===== config.mk =====
export PLATFORM = sky130hd
export DESIGN_NAME = axis_axi_burst_writer
export DESIGN_NICKNAME = d
export VERILOG_FILES = /design/src/rtl/axis_axi_burst_writer_pkg.sv /design/src/rtl/axis_axi_burst_writer_popcount_keep.sv /design/src/rtl/axis_axi_burst_writer.sv
export SDC_FILE = /design/constraint.sdc
export NUM_CORES = 1
export LEC_CHECK = 0
export CAP_MARGIN = 20
export CORE_AREA = 4 4 500 502
export CTS_CLUSTER_SIZE = 20
export DETAILED_ROUTE_END_ITERATION = 8
export DIE_AREA = 0 0 504 506
export GPL_TIMING_DRIVEN = 0
export SLEW_MARGIN = 10
export SYNTH_ARGS = -nofsm -noshare
export SYNTH_HDL_FRONTEND = slang
export SYNTH_HIERARCHICAL = 1
export SYNTH_SLANG_ARGS = --single-unit

===== constraint.sdc =====
create_clock -name m_axi_aclk -period 11.7 [get_ports m_axi_aclk]
set_input_delay 2.34 -clock m_axi_aclk [delete_from_list [all_inputs] [get_ports m_axi_aclk]]
set_output_delay 2.34 -clock m_axi_aclk [all_outputs]
set_load 0.05 [all_outputs]

===== src/rtl/axis_axi_burst_writer_pkg.sv =====
// Shared constants and state encoding for the AXI-Stream to AXI4 burst writer.
package axis_axi_burst_writer_pkg;

    localparam logic [1:0]  BURST_INCR           = 2'b01;
    localparam logic [3:0]  CACHE_MODIFIABLE_BUF = 4'b0011;
    localparam logic [1:0]  RESP_OKAY            = 2'b00;
    localparam int unsigned BOUNDARY_4K          = 4096;

    typedef enum logic [1:0] {
        IDLE,
        AW,
        W,
        B
    } state_t;

endpackage


===== src/rtl/axis_axi_burst_writer_popcount_keep.sv =====
// Combinational count of asserted byte enables in a tkeep/wstrb vector.
module axis_axi_burst_writer_popcount_keep #(
    parameter int unsigned KEEP_WIDTH = 64
) (
    input  logic [KEEP_WIDTH-1:0] keep,
    output logic [31:0]           count
);

    always_comb begin
        count = '0;
        for (int unsigned i = 0; i < KEEP_WIDTH; i++) begin
            count = count + 32'(keep[i]);
        end
    end

endmodule


===== src/rtl/axis_axi_burst_writer.sv =====
// Writes one AXI-Stream frame to memory as AXI4 INCR bursts, one burst in
// flight, split at MAX_BURST_LEN and 4 KB pages, tail padded with null strobes.
module axis_axi_burst_writer
    import axis_axi_burst_writer_pkg::*;
#(
    parameter int unsigned DATA_WIDTH    = 512,
    parameter int unsigned KEEP_WIDTH    = DATA_WIDTH / 8,
    parameter int unsigned ADDR_WIDTH    = 34,
    parameter int unsigned MAX_BURST_LEN = 16,
    parameter int unsigned AXI_ID        = 0
) (
    input  logic                  m_axi_aclk,
    input  logic                  rst,

    input  logic                  cmd_valid,
    output logic                  cmd_ready,
    input  logic [ADDR_WIDTH-1:0] cmd_addr,

    input  logic [DATA_WIDTH-1:0] s_axis_tdata,
    input  logic [KEEP_WIDTH-1:0] s_axis_tkeep,
    input  logic                  s_axis_tlast,
    input  logic                  s_axis_tvalid,
    output logic                  s_axis_tready,

    output logic [5:0]            m_axi_awid,
    output logic [ADDR_WIDTH-1:0] m_axi_awaddr,
    output logic [7:0]            m_axi_awlen,
    output logic [2:0]            m_axi_awsize,
    output logic [1:0]            m_axi_awburst,
    output logic                  m_axi_awlock,
    output logic [3:0]            m_axi_awcache,
    output logic [2:0]            m_axi_awprot,
    output logic                  m_axi_awvalid,
    input  logic                  m_axi_awready,

    output logic [DATA_WIDTH-1:0] m_axi_wdata,
    output logic [KEEP_WIDTH-1:0] m_axi_wstrb,
    output logic                  m_axi_wlast,
    output logic                  m_axi_wvalid,
    input  logic                  m_axi_wready,

    input  logic [5:0]            m_axi_bid,
    input  logic [1:0]            m_axi_bresp,
    input  logic                  m_axi_bvalid,
    output logic                  m_axi_bready,

    output logic                  done,
    output logic                  error,
    output logic [31:0]           bytes_written
);

    localparam int unsigned SIZE_LOG2 = $clog2(KEEP_WIDTH);

    state_t                state, state_next;
    logic [ADDR_WIDTH-1:0] cur_addr;
    logic [8:0]            beat_cnt;
    logic [8:0]            burst_beats;
    logic                  tlast_seen;

    logic [12:0]           bytes_to_4k;
    logic [12:0]           beats_to_4k;
    logic [8:0]            beats;
    logic                  w_fire;
    logic [31:0]           keep_count;
    logic                  unused_bid;

    assign unused_bid = ^m_axi_bid;

    axis_axi_burst_writer_popcount_keep #(
        .KEEP_WIDTH(KEEP_WIDTH)
    ) u_popcount_keep (
        .keep  (s_axis_tkeep),
        .count (keep_count)
    );

    // Burst length is derived from cur_addr, which is frozen in AW, so awlen stays stable.
    always_comb begin
        bytes_to_4k = 13'(BOUNDARY_4K) - {1'b0, cur_addr[11:0]};
        beats_to_4k = bytes_to_4k >> SIZE_LOG2;
        beats       = (beats_to_4k > 13'(MAX_BURST_LEN)) ? 9'(MAX_BURST_LEN) : beats_to_4k[8:0];
    end

    assign m_axi_awid    = 6'(AXI_ID);
    assign m_axi_awaddr  = cur_addr;
    assign m_axi_awlen   = 8'(beats - 9'd1);
    assign m_axi_awsize  = 3'(SIZE_LOG2);
    assign m_axi_awburst = BURST_INCR;
    assign m_axi_awlock  = 1'b0;
    assign m_axi_awcache = CACHE_MODIFIABLE_BUF;
    assign m_axi_awprot  = 3'b000;
    assign m_axi_wlast   = (state == W) && (beat_cnt == 9'd1);

    always_ff @(posedge m_axi_aclk) begin
        if (rst) begin
            state <= IDLE;
        end else begin
            state <= state_next;
        end
    end

    always_comb begin
        state_next    = state;
        cmd_ready     = 1'b0;
        m_axi_awvalid = 1'b0;
        m_axi_wvalid  = 1'b0;
        m_axi_wdata   = '0;
        m_axi_wstrb   = '0;
        s_axis_tready = 1'b0;
        m_axi_bready  = 1'b0;
        w_fire        = 1'b0;
        case (state)
            IDLE: begin
                cmd_ready = 1'b1;
                if (cmd_valid) begin
                    state_next = AW;
                end
            end
            AW: begin
                m_axi_awvalid = 1'b1;
                if (m_axi_awready) begin
                    state_next = W;
                end
            end
            W: begin
                if (tlast_seen) begin
                    m_axi_wvalid = 1'b1;
                end else begin
                    m_axi_wvalid  = s_axis_tvalid;
                    s_axis_tready = m_axi_wready;
                    m_axi_wdata   = s_axis_tdata;
                    m_axi_wstrb   = s_axis_tkeep;
                end
                w_fire = m_axi_wvalid && m_axi_wready;
                if (w_fire && (beat_cnt == 9'd1)) begin
                    state_next = B;
                end
            end
            B: begin
                m_axi_bready = 1'b1;
                if (m_axi_bvalid) begin
                    state_next = tlast_seen ? IDLE : AW;
                end
            end
            default: state_next = IDLE;
        endcase
    end

    always_ff @(posedge m_axi_aclk) begin
        if (rst) begin
            cur_addr      <= '0;
            beat_cnt      <= '0;
            burst_beats   <= '0;
            tlast_seen    <= 1'b0;
            bytes_written <= '0;
            error         <= 1'b0;
            done          <= 1'b0;
        end else begin
            done <= 1'b0;
            case (state)
                IDLE: begin
                    if (cmd_valid) begin
                        cur_addr      <= cmd_addr;
                        bytes_written <= '0;
                        error         <= 1'b0;
                        tlast_seen    <= 1'b0;
                    end
                end
                AW: begin
                    if (m_axi_awready) begin
                        beat_cnt    <= beats;
                        burst_beats <= beats;
                    end
                end
                W: begin
                    if (w_fire) begin
                        beat_cnt <= beat_cnt - 9'd1;
                        if (!tlast_seen) begin
                            bytes_written <= bytes_written + keep_count;
                            if (s_axis_tlast) begin
                                tlast_seen <= 1'b1;
                            end
                        end
                    end
                end
                B: begin
                    if (m_axi_bvalid) begin
                        if (m_axi_bresp != RESP_OKAY) begin
                            error <= 1'b1;
                        end
                        cur_addr <= cur_addr + (ADDR_WIDTH'(burst_beats) << SIZE_LOG2);
                        if (tlast_seen) begin
                            done <= 1'b1;
                        end
                    end
                end
                default: ;
            endcase
        end
    end

endmodule


==> results.cfg <==
[clock_network]
cts_tree = yes
cts_setup_buffers = 0
clk_pin_slew_ns = 0.08
numCtsBuffers = 9
clock_path_buffers = 2
cts.repair.resized = 0
cts_hold_buf = 0
cts-root-buf = clkbuf_16
clock-sinks = 87
clock_latency_ns = 0.39
htree_num_levels = 3

[route]
first_iter_violations = 1477
dr.pass1.iters = 5
wl_met2_mm = 110
wl_met3_mm = 33.2
num_vias = 19300
routedLengthMet1_mm = 93.7
dr.max_layer_used = met5
wirelength_mm = 249
drtAntennaViolNets = 0
vias_per_cell = 3.03
routedWlPerCell_um = 39.0
drc_errors = 0

[logic_synthesis]
ys_types = 74
netlist_area_sq_mm = 0.0121
yosys_warnings = 6
ys_ff_latch = 87
synthTopCellsByArea = and2_1 30%, dfxtp_1 14%, fa_1 9.3%
synth_edf_count = 0
postSynthCellCount = 1673
synth_common_cells = 579 x and2_1, 133 x inv_1, 99 x clkbuf_1
syn_avg_cell_area_sq_um = 7.21
synth_top_cell_area_share = 0.300
synth_top_area_cell = and2_1
seq_area_frac_synth = 0.144
async_flop_share = 0
yosys.cell_count.top_type = and2_1
synth_top_flop_cell = dfxtp_1

[floorplan]
start_util = 0.0492
ios = 1303
die_h_um = 506
fp.dieW_um = 504
coreArea_sq_mm = 0.245
die_area_sq_mm = 0.255
std_cell_rows = 182

[run_status]
status = completed

[timing]
worstMarginPinSlew_ns = 1.29
layout_setup_ws_ns = 0.892
skew_ns = 0.00824
finalCriticalPeriod_ns = 10.81
hold_violations = 0
setup_viol = 0
fmax_mhz = 92.5
slew_headroom = 0.135
rsz0062_at_grt = no
finalSetupTns_ns = 0
drv_slew = 0
period_share = 0.924

[grt]
grt_pass1_wl_mm = 291
grt_usage = 0.186
grt_max_degree = 18
antenna_found_initial = 291
grt_pass1_vias = 18600
grt_overflow = 0

[power]
switchingPower_uw = 5690
p_int_uw = 3180
powerDensity_mw_per_mm2 = 296
vdd_drop_max_mv = 0.483
seq_power_share = 0.057
combPwrFrac = 0.904
p_sw_frac = 0.641
leakagePower_uw = 0.0107
power.clock.fraction = 0.039

[cells_and_area]
areaGrowthSynthToFinish_pct = 149
nFillCells = 28200
drive_above_1_share = 0.0348
layout.nets = 3759
final_area_sq_mm = 0.0300

[setup_path]
cpPeakStageDelay_ns = 0.68
r2r_cells = 8
worst-endpoint-arrival_ns = 11.06
cp_max_fo = 5
critical_path_class = in2reg
startpoint_type = input pin
end_kind = flop
required_ns = 11.95
critPathMostFrequentCell = fa_1
crit_path_top_delay_cell = clkdlybuf4s50_1

[placement]
dp_hpwl_mm = 235
dp_slack_ns = 0.321
portBuffers = 1276
placed_cell_area_sq_mm = 0.0292
gp_routability_congestion = 1.13

[min_path]
hp-class = reg2reg
hold_depth = 2

[job]
drv_cap = 0
## kinds of logic (layout without fill, tap and decap cells)
logic type | after synthesis | in the layout | share of synthesized area
and+or+nand+nor | 877 | 877 | 0.419
buffers and inverters | 283 | 1589 | 0.103
AOI/OAI and AO/OA | 256 | 256 | 0.139
adders and majority gates | 118 | 118 | 0.157
DFF | 87 | 87 | 0.144
xor gates and xnor gates | 39 | 39 | 0.0283
muxes | 10 | 10 | 0.00841
other | 3 | 177 | 0.000934
## placed cells by master (no fill, tap or decap), types with 6 or more instances in the layout
cell type / count
clkdlybuf4s50_1: 1273
and2_1: 579
diode_2: 133
inv_1: 133
clkbuf_1: 98
nor2_1: 90
dfxtp_1: 87
nand2_1: 81
a21oi_1: 71
ha_1: 62
o21ai_0: 61
fa_1: 56
buf_4: 44
conb_1: 44
nor3_1: 25
nand3_1: 23
xnor2_1: 22
xor2_1: 17
a211oi_1: 16
a22oi_1: 16
a21o_1: 14
and3_1: 12
nor4_1: 10
nand4_1: 10
buf_16: 10
mux2i_1: 9
nor3b_1: 9
clkbuf_16: 9
a31oi_1: 8
nor2b_1: 8
o31ai_1: 7
o21a_1: 6
o32ai_1: 6
## critical path: cells and delay by family
family                     cells  cell delay (ns)
AOI/OAI and AO/OA              8             2.09
xor gates and xnor gates       1             0.17
adders and majority gates     11             5.06
buffers and inverters          6             0.99
and+or+nand+nor                2             0.40
## state kept, by name, summed over array words and instances, names as in the netlist
| signal | count |
|---|---|
| error | 1 |
| beat_cnt | 9 |
| done | 1 |
| tlast_seen | 1 |
| burst_beats | 7 |
| m_axi_awaddr | 34 |
| bytes_written | 32 |
| state | 2 |
## worst paths after layout
path,from,to,slack [ns]
worst max-delay path,s_axis_tkeep[46],bytes_written[30],0.89
worst min-delay path,bytes_written[14],bytes_written[14],0.49
worst max register to register,state[0],m_axi_awaddr[30],7.94
worst min register to register,bytes_written[14],bytes_written[14],0.49
## power groups by stage
stage / sequential (uW) / clock, uW / combinational, uW
finish: 508 / 342 / 8020
global placement: 511 / 0 / 7850
floorplan: 703 / 0 / 4490
CTS: 506 / 362 / 8040
detailed placement: 512 / 0 / 7990
global route: 518 / 367 / 8480
## metal layers
| layer | GRT usage | vias up |
|---|---|---|
| met4 | 0.0607 | 188 |
| met3 | 0.110 | 476 |
| met1 | 0.207 | 9131 |
| met2 | 0.296 | 1355 |
| met5 | 0 | - |
| li1 | - | 8178 |
## layout make-up
| class | instances | area [sq um] | area share |
|---|---|---|---|
| clock buffers | 9 | 225 | 0.00751 |
| inverters | 133 | 499 | 0.0166 |
| diodes | 133 | 333 | 0.0111 |
| repair buffers | 1290 | 13100 | 0.437 |
| well taps | 3220 | 4030 | 0.134 |
| flip-flops and latches | 87 | 1740 | 0.0581 |
| plain buffers | 150 | 742 | 0.0247 |
| clock inverters | 7 | 83.8 | 0.00279 |
| multi-input cells | 1344 | 9240 | 0.308 |
## metrics by stage
stage | utilization | power (uW) | cells | hold WS [ns]
after global routing | 0.122 | 9360 | 6327 | 0.514
after global placement | 0.118 | 8360 | 6210 | 0.475
after CTS | 0.120 | 8910 | 6233 | 0.499
final | 0.122 | 8870 | 6373 | 0.487
after floorplan | - | 5190 | 1714 | 0.440
after detailed placement | 0.119 | 8500 | 6217 | 0.481
Power figures use the tool's default switching activity.
